==> config.mk <==
export PLATFORM = sky130hd
export DESIGN_NAME = boot_loader
export DESIGN_NICKNAME = d
export VERILOG_FILES = /design/src/rtl/boot_loader.sv
export SDC_FILE = /design/constraint.sdc
export NUM_CORES = 1
export LEC_CHECK = 0
export BUFFER_PORTS_ARGS = -buffer_cell sky130_fd_sc_hd__buf_2
export CORE_MARGIN = 5
export CORE_UTILIZATION = 50
export CTS_CLUSTER_SIZE = 28
export DETAILED_ROUTE_END_ITERATION = 8
export PLACE_DENSITY = 0.72
export SETUP_SLACK_MARGIN = 0.02
export SLEW_MARGIN = 10
export SYNTH_ARGS = -nofsm -noshare
export SYNTH_HDL_FRONTEND = slang
export SYNTH_SLANG_ARGS = --single-unit
==> constraint.sdc <==
create_clock -name clk_i -period 1.9 [get_ports clk_i]
set_input_delay 0.285 -clock clk_i [delete_from_list [all_inputs] [get_ports clk_i]]
set_output_delay 0.285 -clock clk_i [all_outputs]
set_load 0.02 [all_outputs]
==> src/rtl/boot_loader.sv <==
// Byte-stream boot loader: parses LOAD/RUN frames from the host link, writes
// 32-bit words into instruction or data memory, then releases the CPU.
module boot_loader #(
  parameter int IMEM_WORDS = 256,
  parameter int DMEM_WORDS = 8,
  parameter int ADDR_W     = 8
) (
  input  logic              clk_i,
  input  logic              start_i,
  input  logic              rx_valid_i,
  input  logic [7:0]        rx_data_i,
  output logic              rx_ready_o,
  output logic              imem_we_o,
  output logic              dmem_we_o,
  output logic [ADDR_W-1:0] mem_addr_o,
  output logic [31:0]       mem_data_o,
  output logic              cpu_start_o,
  output logic              busy_o,
  output logic              error_o
);

  // state    | meaning
  // ---------+---------------------------------------------------
  // ST_IDLE  | waiting for a frame header (0xA5 load, 0x5A run)
  // ST_TGT   | waiting for target byte (0x00 imem, 0x01 dmem)
  // ST_LEN0  | waiting for low byte of word count
  // ST_LEN1  | waiting for high byte; zero/oversize checked here
  // ST_DATA  | assembling a little-endian word from 4 bytes
  // ST_WRITE | one-cycle memory write strobe, link stalled
  // ST_RUN   | CPU released, loader locked until reset
  // ST_ERR   | sticky protocol error, loader locked until reset
  typedef enum logic [2:0] {
    ST_IDLE,
    ST_TGT,
    ST_LEN0,
    ST_LEN1,
    ST_DATA,
    ST_WRITE,
    ST_RUN,
    ST_ERR
  } state_t;

  localparam logic [7:0] CMD_LOAD = 8'hA5;
  localparam logic [7:0] CMD_RUN  = 8'h5A;

  state_t state_q, state_d;

  logic              tgt_q;
  logic [7:0]        len_lo_q;
  logic [15:0]       len_q;
  logic [15:0]       wr_cnt_q;
  logic [1:0]        byte_idx_q;
  logic [23:0]       word_q;
  logic [ADDR_W-1:0] addr_q;
  logic [ADDR_W-1:0] mem_addr_q;
  logic [31:0]       mem_data_q;

  logic        rx_fire;
  logic [15:0] len_full;
  logic [31:0] depth_sel;
  logic        len_too_big;
  logic        last_byte;
  logic        last_word;

  assign rx_fire     = rx_valid_i & rx_ready_o;
  assign len_full    = {rx_data_i, len_lo_q};
  assign depth_sel   = tgt_q ? 32'(DMEM_WORDS) : 32'(IMEM_WORDS);
  assign len_too_big = 32'(len_full) > depth_sel;
  assign last_byte   = (byte_idx_q == 2'd3);
  assign last_word   = ((wr_cnt_q + 16'd1) == len_q);

  always_ff @(posedge clk_i or negedge start_i) begin
    if (!start_i) begin
      state_q <= ST_IDLE;
    end else begin
      state_q <= state_d;
    end
  end

  always_comb begin
    state_d = state_q;
    unique case (state_q)
      ST_IDLE: begin
        if (rx_fire) begin
          if (rx_data_i == CMD_LOAD) begin
            state_d = ST_TGT;
          end else if (rx_data_i == CMD_RUN) begin
            state_d = ST_RUN;
          end else begin
            state_d = ST_ERR;
          end
        end
      end
      ST_TGT: begin
        if (rx_fire) begin
          state_d = (rx_data_i[7:1] == 7'd0) ? ST_LEN0 : ST_ERR;
        end
      end
      ST_LEN0: begin
        if (rx_fire) begin
          state_d = ST_LEN1;
        end
      end
      ST_LEN1: begin
        if (rx_fire) begin
          if (len_full == 16'd0) begin
            state_d = ST_IDLE;
          end else if (len_too_big) begin
            state_d = ST_ERR;
          end else begin
            state_d = ST_DATA;
          end
        end
      end
      ST_DATA: begin
        if (rx_fire && last_byte) begin
          state_d = ST_WRITE;
        end
      end
      ST_WRITE: begin
        state_d = last_word ? ST_IDLE : ST_DATA;
      end
      ST_RUN: begin
        state_d = ST_RUN;
      end
      ST_ERR: begin
        state_d = ST_ERR;
      end
      default: begin
        state_d = ST_ERR;
      end
    endcase
  end

  always_comb begin
    rx_ready_o  = 1'b0;
    busy_o      = 1'b1;
    cpu_start_o = 1'b0;
    error_o     = 1'b0;
    imem_we_o   = 1'b0;
    dmem_we_o   = 1'b0;
    unique case (state_q)
      ST_IDLE: begin
        rx_ready_o = 1'b1;
        busy_o     = 1'b0;
      end
      ST_TGT, ST_LEN0, ST_LEN1, ST_DATA: begin
        rx_ready_o = 1'b1;
      end
      ST_WRITE: begin
        imem_we_o = ~tgt_q;
        dmem_we_o = tgt_q;
      end
      ST_RUN: begin
        busy_o      = 1'b0;
        cpu_start_o = 1'b1;
      end
      ST_ERR: begin
        error_o = 1'b1;
      end
      default: begin
        error_o = 1'b1;
      end
    endcase
  end

  // Write address/data live in their own registers so they hold steady
  // between strobes while the running address advances underneath.
  always_ff @(posedge clk_i or negedge start_i) begin
    if (!start_i) begin
      tgt_q      <= 1'b0;
      len_lo_q   <= 8'd0;
      len_q      <= 16'd0;
      wr_cnt_q   <= 16'd0;
      byte_idx_q <= 2'd0;
      word_q     <= 24'd0;
      addr_q     <= '0;
      mem_addr_q <= '0;
      mem_data_q <= 32'd0;
    end else begin
      unique case (state_q)
        ST_TGT: begin
          if (rx_fire) begin
            tgt_q <= rx_data_i[0];
          end
        end
        ST_LEN0: begin
          if (rx_fire) begin
            len_lo_q <= rx_data_i;
          end
        end
        ST_LEN1: begin
          if (rx_fire) begin
            len_q      <= len_full;
            wr_cnt_q   <= 16'd0;
            addr_q     <= '0;
            byte_idx_q <= 2'd0;
          end
        end
        ST_DATA: begin
          if (rx_fire) begin
            word_q     <= {rx_data_i, word_q[23:8]};
            byte_idx_q <= byte_idx_q + 2'd1;
            if (last_byte) begin
              mem_data_q <= {rx_data_i, word_q};
              mem_addr_q <= addr_q;
            end
          end
        end
        ST_WRITE: begin
          addr_q   <= addr_q + ADDR_W'(1);
          wr_cnt_q <= wr_cnt_q + 16'd1;
        end
        default: begin
        end
      endcase
    end
  end

  assign mem_addr_o = mem_addr_q;
  assign mem_data_o = mem_data_q;

endmodule
==> flow_summary.json, run 1 <==
{
  "outcome": "finished, violations left",
  "violations": "negative setup slack",
  "cp_max_fo": 6,
  "max_freq_mhz": 505,
  "grt_overflow": 0,
  "ys_warn_count": 0,
  "layout-drive-gt1-share_pct": 37.2,
  "port_buffers": 56,
  "cp.arrival_ns": 2.26,
  "grt_pass1_wl_um": 23100,
  "power-per-cell-area_mw_per_mm2": 1660,
  "grt_pass1_vias": 4752,
  "setup_viol": 2,
  "wirelength_um": 14300,
  "yosysMostFrequentCell": "dfrtp_1",
  "finalHoldViolations": 0,
  "cts_buffers": 17,
  "end_kind": "flop",
  "synth_fp_nets": 545,
  "antenna_cells": 0,
  "clk-insertion-delay-late_ns": 0.41,
  "grt_use_total_pct": 22.2,
  "place_congestion": 0.902,
  "fp.dieH_um": 116,
  "dp_hpwl_um": 9530,
  "cp-start-kind": "flop",
  "cts-htree-levels": 4,
  "fin_nets": 650,
  "synth.distinct_cells": 62,
  "first_iter_violations": 360,
  "setup_ws_ns": -0.0796,
  "hold_ws_ns": 0.241,
  "yosys.area.top_type": "dfrtp_1",
  "place_area_mm2": 0.00639,
  "synth_commonest_cells": "dfrtp_1 (118), nand2_1 (104), mux2_2 (63)",
  "tightest_slew_ns": 0.424,
  "fin_skew_ns": 0.00638,
  "die-width_um": 116,
  "ir_drop_mv": 1.01,
  "routed-via-count": 4474,
  "firstDrtPassIters": 5,
  "min_period_over_period_pct": 104,
  "initial_core_util_pct": 51.4,
  "cts-root-buf": "clkbuf_16",
  "mappedNetlistArea_mm2": 0.00562,
  "p_total_mw": 12.0,
  "cts.sinks": 118,
  "ys_ff_latch": 118,
  "syn_inst": 529,
  "slew_violations": 0,
  "cp.required_ns": 2.18,
  "area_growth_pct": 28.3,
  "avgSynthCellArea_um2": 10.6,
  "io_pins": 57,
  "synth_top_area_share_pct": 52.5,
  "final_area_mm2": 0.00721,
  "maxCapViolCount": 0,
  "avgViaCountPerCell": 5.69,
  "drc": 0,
  "async_flop_share_pct": 100,
  "rows": 38,
  "hold_path_class": "input pin to flop",
  "synth_area_leaders": "dfrtp_1 (53%), mux2_2 (13%), nand2_1 (6.9%), o21ai_0 (3.0%), nand3_1 (1.7%)",
  "fillers": 817,
  "clk_pin_slew_worst_paths_ns": 0.05,
  "ant_nets": 0,
  "tritoncts": "done",
  "dieArea_mm2": 0.0135,
  "synth.yosys.seq_area_share_pct": 52.5,
  "post-route-min-period_ns": 1.98,
  "rsz0062_at_grt": "true",
  "cts_buffer_depth": 2,
  "synth_ff_type": "dfrtp_1",
  "slew_headroom_pct": 71.5,
  "antenna_found_initial": 0,
  "total_leakage_power_nw": 3.49,
  "synth_edf_count": 0,
  "grt_max_degree": 62,
  "wire_per_inst_um": 18.2,
  "core_mm2": 0.0109,
  "worstSetupPathType": "flop to flop"
}
[layout by cell type (no fill, tap or decap), types with 3 or more instances in the layout]
cell	count
o22ai_1	4
dfrtp_1	117
inv_1	5
nand2_1	102
nor2_1	19
clkinvlp_4	5
a31oi_1	8
buf_4	55
xor2_1	5
and3_1	5
nor4_2	3
buf_2	54
clkbuf_16	18
nor3_1	5
a21oi_1	13
buf_12	4
nand3_1	17
clkbuf_8	3
bufinv_16	4
nor2b_1	4
mux2_2	63
mux2i_1	5
o31ai_1	7
o21ai_0	32
ha_1	4
nor3_2	3
nand4_1	6
nand2b_1	4
xnor2_1	10
[final timing paths]
check                                  from             to  slack, ns  cells past startpoint
min in group asynchronous           start_i       len_q[7]       0.35                      2
worst max register to register  wr_cnt_q[1]     state_q[2]      -0.08                      8
worst min register to register    word_q[7]      word_q[7]       0.47                      2
worst min-delay path             rx_valid_i     state_q[1]       0.24                      3
max in group asynchronous           start_i  mem_data_o[5]       0.85                      3
worst max-delay path            wr_cnt_q[1]     state_q[2]      -0.08                      8
[metal layers]
metal  vias up  GRT usage [%]  wire [um]
met5         -              0          0
met4         0           10.3        330
met3        30           5.07        726
met2       146           35.6       7110
met1      2212           28.6       6140
li1       2086              -          -
[cell families (layout without fill, tap and decap cells)]
family | Yosys count | after routing | share of synthesized area (%)
and+or+nand+nor | 202 | 202 | 18.0
DFF | 118 | 118 | 52.5
AOI/OAI and AO/OA | 84 | 84 | 9.29
muxes | 68 | 68 | 13.5
buffers and inverters | 36 | 153 | 3.03
xor gates and xnor gates | 15 | 15 | 2.34
adders and majority gates | 6 | 6 | 1.31
[flip-flops by register name (all words and copies together) (netlist names)]
register,flops
byte_idx_q,2
mem_addr_o,8
mem_data_o,32
len_q,16
tgt_q,1
state_q,3
len_lo_q,8
wr_cnt_q,16
word_q,24
addr_q,8
[worst max-delay path, cell delays in order, from the launching register on]
cell,delay [ns]
dfrtp_1,0.42
ha_4,0.19
buf_4,0.15
and3_2,0.21
a311oi_2,0.26
a31oi_1,0.09
o211a_1,0.16
nor4_2,0.26
a31oi_1,0.11
[layout make-up]
cell class	instances	area [um^2]	share of cell area, %
multi-input cells	375	2600	36.1
repair buffers	117	821	11.4
clock inverters	11	171	2.38
inverters	5	18.8	0.260
flip-flops and latches	118	2950	41.0
well taps	140	175	2.43
clock buffers	20	467	6.47
[report_power, final]
group | switching [mW] | internal (mW)
sequential | 0.735 | 3.43
clock | 1.12 | 2.29
combinational | 2.40 | 2.00
[metrics by stage]
step,util [%],TNS [ns],setup WS (ns),std cells
floorplan,-,-0.0641,-0.0641,529
global placement,58.4,-0.0127,-0.0127,749
detailed placement,58.4,-0.0612,-0.0377,749
CTS,64.9,-0.0106,-0.0106,784
global route,65.9,-0.328,-0.158,786
finish,65.9,-0.113,-0.0796,786
[repair_timing]
item / in CTS / in global routing
hold endpoints to repair: 27 / 0
cloned: 0 / 1
gates resized for setup: 12 / 17
hold buffers: 1 / 0
buffers inserted: 3 / 1
pin swaps: 3 / 7
endpoints found under the setup margin: 2 / 6
Power figures use the tool's default switching activity.
==> run 2: changes to the inputs <==
--- a/config.mk
+++ b/config.mk
@@ -6,11 +6,13 @@
 export NUM_CORES = 1
 export LEC_CHECK = 0
 export BUFFER_PORTS_ARGS = -buffer_cell sky130_fd_sc_hd__buf_2
+export CELL_PAD_IN_SITES_DETAIL_PLACEMENT = 1
+export CELL_PAD_IN_SITES_GLOBAL_PLACEMENT = 2
 export CORE_MARGIN = 5
-export CORE_UTILIZATION = 50
+export CORE_UTILIZATION = 35
 export CTS_CLUSTER_SIZE = 28
 export DETAILED_ROUTE_END_ITERATION = 8
-export PLACE_DENSITY = 0.72
+export PLACE_DENSITY_LB_ADDON = 0.1
 export SETUP_SLACK_MARGIN = 0.02
 export SLEW_MARGIN = 10
 export SYNTH_ARGS = -nofsm -noshare
==> run 2 against run 1 <==
Net effect:
- the flow still finishes with violations (negative setup slack)
- global-route usage is 3.9 points lower
- wire length is 11% higher
- total power is 0.15% higher
- hold slack better by 0.019 ns
- die area is 39% higher
- first-iteration DRC count is 55% lower
- utilization is 19 points lower
- clock skew is 0.00098 ns higher
==> flow_summary.json, run 2 (synthesis results as in run 1) <==
{
  "port_buffers": 56,
  "r2r-end": "state_q[2]",
  "fp.dieH_um": 137,
  "cp.arrival_ns": 2.20,
  "max_freq_mhz": 525,
  "avgViaCountPerCell": 5.10,
  "tritoncts": "done",
  "wirelength_um": 15900,
  "outcome": "finished, violations left",
  "initial_core_util_pct": 35.5,
  "wire_per_inst_um": 18.1,
  "grt_overflow": 0,
  "cts_buffer_depth": 2,
  "cp.required_ns": 2.19,
  "io_pins": 57,
  "antenna_cells": 0,
  "critPathCapture": "state_q[2]",
  "cp_max_fo": 11,
  "ant_nets": 0,
  "post-route-min-period_ns": 1.91,
  "cts-htree-levels": 4,
  "dp_hpwl_um": 11300,
  "maxCapViolCount": 0,
  "violations": "negative setup slack",
  "largest_reg_flops": 32,
  "cp.depth": 6,
  "multi_input_area_mm2": 0.00269,
  "hold_ws_ns": 0.260,
  "clk-insertion-delay-late_ns": 0.42,
  "rsz0062_at_grt": "true",
  "layout_commonest_cell": "dfrtp_1",
  "grt_use_total_pct": 18.3,
  "cp-start-kind": "flop",
  "cp_num_buf_inv": 1,
  "preCtsSetupSlack_ns": -0.0769,
  "routed-via-count": 4476,
  "finalNonFillerCells": 877,
  "drc": 0,
  "fin_nets": 664,
  "slew_violations": 0,
  "ir_drop_mv": 0.809,
  "min_period_over_period_pct": 100,
  "clk_pin_slew_worst_paths_ns": 0.06,
  "power-per-cell-area_mw_per_mm2": 1610,
  "rrSetupSlack_ns": -0.006,
  "rows": 46,
  "r2r_cells": 6,
  "layout-drive-gt1-share_pct": 39.6,
  "dieArea_mm2": 0.0187,
  "cp-startpoint": "wr_cnt_q[4]",
  "finalHoldViolations": 0,
  "tightest_slew_ns": 0.420,
  "place_area_mm2": 0.00657,
  "crit_family": "simple AND/OR/NAND/NOR gates",
  "setup_tns_ns": -0.00603,
  "final_area_mm2": 0.00743,
  "core_mm2": 0.0158,
  "cts.sinks": 118,
  "place_congestion": 0.832,
  "fillers": 1767,
  "path_cells": "buf_12 -> or4b_1 -> o211ai_1 -> a21oi_2 -> nor4_4 -> a31oi_1",
  "hold_path_class": "input pin to flop",
  "worstReg2RegStart": "wr_cnt_q[4]",
  "fin_util_pct": 47.0,
  "firstDrtPassIters": 4,
  "worstSetupPathType": "flop to flop",
  "cts-root-buf": "clkbuf_16",
  "place_inst": 835,
  "p_total_mw": 12.0,
  "antenna_found_initial": 0,
  "first_iter_violations": 162,
  "die-width_um": 137,
  "slew_headroom_pct": 72.0,
  "final_cell_mix": "dfrtp_1 (117), nand2_1 (101), buf_4 (69), mux2_2 (63), buf_2 (53)",
  "end_kind": "flop",
  "cp_slowest_stage_delay_ns": 0.52,
  "slowest_stage": "or4b_1",
  "setup_ws_ns": -0.00603,
  "total_leakage_power_nw": 3.57,
  "seq_area_mm2": 0.00295,
  "grt_pass1_vias": 4756,
  "grt_pass1_wl_um": 26100,
  "fin_skew_ns": 0.00736,
  "area_growth_pct": 32.3,
  "grt_max_degree": 74,
  "cts_buffers": 17,
  "setup_viol": 1
}
run 2: power by group:
group          switching, mW  internal (mW)
sequential             0.729           3.43
combinational           2.50           2.13
clock                   1.20           2.00
total                   4.43           7.56
run 2: area by class of cell:
| type | instances | area share [%] |
|---|---|---|
| clock buffer | 21 | 6.19 |
| multi-input combinational | 375 | 36.1 |
| clock inverter | 11 | 1.67 |
| timing repair buffer | 131 | 12.4 |
| sequential | 118 | 39.7 |
| tap | 216 | 3.64 |
| inverter | 5 | 0.252 |
run 2: worst min path at each step:
| stage | slack (ns) | depth (start not counted) | startpoint | endpoint |
|---|---|---|---|---|
| floorplan | -0.01 | 0 | start_i | addr_q[0] |
| global placement | 0.30 | 2 | start_i | wr_cnt_q[14] |
| detailed placement | 0.30 | 2 | start_i | wr_cnt_q[14] |
| CTS | 0.25 | 4 | rx_data_i[5] | word_q[21] |
| global route | 0.28 | 4 | rx_data_i[7] | word_q[23] |
| finish | 0.26 | 4 | rx_data_i[5] | word_q[21] |
run 2: layer usage:
layer	up-vias	global-route usage [%]	part of all wire, %
met1	2289	24.8	47
met3	21	3.97	3.1
met4	0	6.77	2.1
met2	62	28.7	48
met5	-	0	0
li1	2104	-	-
run 2: repair_timing:
item / 4_1_cts / 5_1_grt
resized for setup: 16 / 27
hold buffers: 1 / 0
setup endpoints to repair: 4 / 5
pin swaps: 4 / 13
setup buffers: 5 / 4
hold endpoints to repair: 118 / 0
run 2: worst min-delay path, cell delays in order:
cell     delay (ns)
buf_2          0.09
buf_4          0.15
nand2_1        0.06
nand2_1        0.05
==> run 3: changes to the inputs <==
--- a/config.mk
+++ b/config.mk
@@ -5,13 +5,15 @@
 export SDC_FILE = /design/constraint.sdc
 export NUM_CORES = 1
 export LEC_CHECK = 0
+export ABC_AREA = 1
 export BUFFER_PORTS_ARGS = -buffer_cell sky130_fd_sc_hd__buf_2
 export CELL_PAD_IN_SITES_DETAIL_PLACEMENT = 1
 export CELL_PAD_IN_SITES_GLOBAL_PLACEMENT = 2
 export CORE_MARGIN = 5
-export CORE_UTILIZATION = 35
+export CORE_UTILIZATION = 33
 export CTS_CLUSTER_SIZE = 28
 export DETAILED_ROUTE_END_ITERATION = 8
+export GPL_ROUTABILITY_DRIVEN = 0
 export PLACE_DENSITY_LB_ADDON = 0.1
 export SETUP_SLACK_MARGIN = 0.02
 export SLEW_MARGIN = 10
==> run 3 against run 2 <==
Net effect:
- register-to-register slack better by 0.02 ns
- largest cell class unchanged
- wire length fell by 2.3%
- non-clock buffer count is 28 lower
- die area rose by 3.4%
- synthesized area is 2.2% lower
- first-iteration DRC count grew 25%
- synthesized cell count increased by 18%
- utilization shrank 3.4 points
- the run now ends clean
- total power is 5.4% lower
- global-route usage fell by 2.0 points
- final cell count increased by 9.2%
- sequential share of layout area rose by 1.4 points
==> flow_summary.json, run 3 <==
{
  "end_kind": "flop",
  "fin_skew_ns": 0.00590,
  "synth_top_area_share_pct": 53.7,
  "ant_nets": 0,
  "wire_per_inst_um": 16.2,
  "worstSetupPathType": "flop to flop",
  "min_period_over_period_pct": 99.4,
  "avgViaCountPerCell": 4.74,
  "ys_warn_count": 0,
  "hold_end": "byte_idx_q[1]",
  "p_total_mw": 11.3,
  "outcome": "finished, final reports clean",
  "holdPathStages": 3,
  "tritoncts": "done",
  "synth_fp_nets": 639,
  "largest_reg_flops": 32,
  "yosysMostFrequentCell": "nand2_1",
  "avgSynthCellArea_um2": 8.82,
  "fin_nets": 741,
  "die-width_um": 139,
  "synth_area_leaders": "dfrtp_1 (54%), nand2_1 (11%), o21ai_0 (5.2%), inv_1 (4.6%), mux2_2 (4.3%)",
  "post-route-min-period_ns": 1.89,
  "io_pins": 57,
  "synth_edf_count": 0,
  "area_growth_pct": 30.7,
  "max_freq_mhz": 530,
  "cts-htree-levels": 4,
  "setup_tns_ns": 0,
  "synth.distinct_cells": 32,
  "firstDrtPassIters": 4,
  "grt_pass1_wl_um": 25100,
  "clk_pin_slew_worst_paths_ns": 0.06,
  "timing.critical_path.mode_cell": "nand2_1",
  "yosys.area.top_type": "dfrtp_1",
  "layout-drive-gt1-share_pct": 25.7,
  "cts_buffer_depth": 2,
  "routed-via-count": 4538,
  "cts-root-buf": "clkbuf_16",
  "synth.yosys.seq_area_share_pct": 53.7,
  "slew_violations": 0,
  "maxCapViolCount": 0,
  "dp_hpwl_um": 10800,
  "async_flop_share_pct": 100,
  "syn_inst": 623,
  "antenna_cells": 0,
  "tightest_slew_ns": 0.475,
  "r2r_cells": 15,
  "drc": 0,
  "rows": 47,
  "cts.sinks": 118,
  "initial_core_util_pct": 33.4,
  "hold_path_class": "input pin to flop",
  "rsz0062_at_grt": "true",
  "worstReg2RegStart": "wr_cnt_q[1]",
  "mappedNetlistArea_mm2": 0.00549,
  "place_inst": 911,
  "final_cell_mix": "nand2_1 (152), dfrtp_1 (116), inv_1 (63), o21ai_0 (56), buf_2 (53)",
  "r2r-end": "state_q[2]",
  "grt_max_degree": 52,
  "cp_slowest_stage_delay_ns": 0.39,
  "layout_commonest_cell": "nand2_1",
  "grt_use_total_pct": 16.3,
  "synth_ff_type": "dfrtp_1",
  "core_mm2": 0.0165,
  "cp.arrival_ns": 2.20,
  "setup_viol": 0,
  "first_iter_violations": 203,
  "ys_ff_latch": 118,
  "rrSetupSlack_ns": 0.01,
  "finalHoldViolations": 0,
  "clk-insertion-delay-late_ns": 0.42,
  "fillers": 1959,
  "cts_buffers": 17,
  "wirelength_um": 15500,
  "slew_headroom_pct": 68.3,
  "dieArea_mm2": 0.0193,
  "antenna_found_initial": 0,
  "power-per-cell-area_mw_per_mm2": 1580,
  "path_cells": "buf_4 -> nand3_2 -> nor2_1 -> buf_4 -> nand4_1 -> nand2_1 -> nand2_1 -> nand2_1 -> nand2_1 -> nor2_1 -> nand3_1 -> nand2_1 -> nand2_1 -> nand2_1 -> nand2_1",
  "slowest_stage": "dfrtp_1",
  "cp_max_fo": 3,
  "finalNonFillerCells": 958,
  "fp.dieH_um": 139,
  "port_buffers": 56,
  "synth_commonest_cells": "nand2_1 (158), dfrtp_1 (118), inv_1 (67)",
  "cp-start-kind": "flop",
  "grt_pass1_vias": 4744,
  "grt_overflow": 0,
  "cp.required_ns": 2.21,
  "total_leakage_power_nw": 3.59,
  "hp-start": "rx_valid_i",
  "fin_util_pct": 43.6,
  "ir_drop_mv": 0.776
}
## run 3: cell types whose count changed after synthesis, sizes merged, moves of 8 or more
cell / before / now
nand2: 104 / 160
mux2: 63 / 21
o21ai: 34 / 58
xnor2: 10 / 2
o21a: 0 / 19
inv: 5 / 69
clkbuf: 18 / 10
nor2: 22 / 61
nand3: 20 / 38
## run 3: how the worst max path moves through the flow
stage	startpoint	to	slack (ns)
finish	wr_cnt_q[1]	state_q[2]	0.01
global route	wr_cnt_q[1]	state_q[2]	-0.18
CTS	wr_cnt_q[1]	state_q[2]	0.004
detailed placement	wr_cnt_q[1]	state_q[2]	-0.05
global placement	wr_cnt_q[0]	state_q[2]	0.01
floorplan	state_q[0]	dmem_we_o	0.19
## run 3: final cells by class
| cell class | count | area (um^2) | area share (%) |
|---|---|---|---|
| sequential | 118 | 2960 | 41.2 |
| tap | 220 | 275 | 3.83 |
| inverter | 69 | 259 | 3.61 |
| clock buffer | 17 | 425 | 5.93 |
| clock inverter | 15 | 219 | 3.05 |
| timing repair buffer | 103 | 769 | 10.7 |
| multi-input combinational | 416 | 2280 | 31.7 |
## run 3: worst max-delay path, delay by kind of cell (launching register included)
family,cells,cell delay (ns)
buffers and inverters,2,0.28
flip-flops,1,0.39
AND/OR/NAND/NOR,13,1.10
## run 3: report_power, final
part,internal (mW),switching (mW),leakage (nW),total [mW]
registers,3.44,0.716,1.55,4.16
clock network,2.23,1.29,0.315,3.52
logic,1.47,2.20,1.72,3.67
total,7.15,4.20,3.59,11.3
## run 3: kinds of logic (layout without fill, tap and decap cells)
family                   Yosys count  in the layout  share of synthesized area (%)
flip-flops                       118            118                           53.7
XOR/XNOR                           7              7                           1.66
multiplexers                      21             21                           4.30
buffers and inverters             89            204                           6.51
AO/OA/AOI/OAI                    105            105                           11.0
adder cells (fa/ha/maj)            5              5                           1.14
AND/OR/NAND/NOR                  278            278                           21.7
## run 3: through the flow
| stage | setup slack, ns | cell area [um^2] | hold WS [ns] |
|---|---|---|---|
| 4_1_cts | 0.00446 | 6930 | 0.189 |
| 3_5_place_dp | -0.0451 | 6230 | 0.280 |
| 3_3_place_gp | 0.0138 | 6230 | 0.270 |
| 5_1_grt | -0.176 | 7180 | 0.220 |
| 6_report | 0.0117 | 7180 | 0.206 |
| 2_1_floorplan | 0.188 | 5490 | -0.0106 |
## run 3: what timing repair did
action / in CTS / in global routing
hold buffers: 1 / 0
gates cloned: 0 / 3
pin swaps: 6 / 13
resized for setup: 11 / 27
endpoints found under the hold margin: 26 / 0
setup endpoints to repair: 3 / 24
setup buffers: 3 / 8
## run 3: metal layers
metal | GRT usage [%] | up-vias | wire length, um
li1 | - | 2239 | -
met1 | 21.8 | 2215 | 7560
met2 | 26.6 | 67 | 7380
met3 | 3.28 | 17 | 412
met4 | 5.25 | 0 | 193
met5 | 0 | - | 0
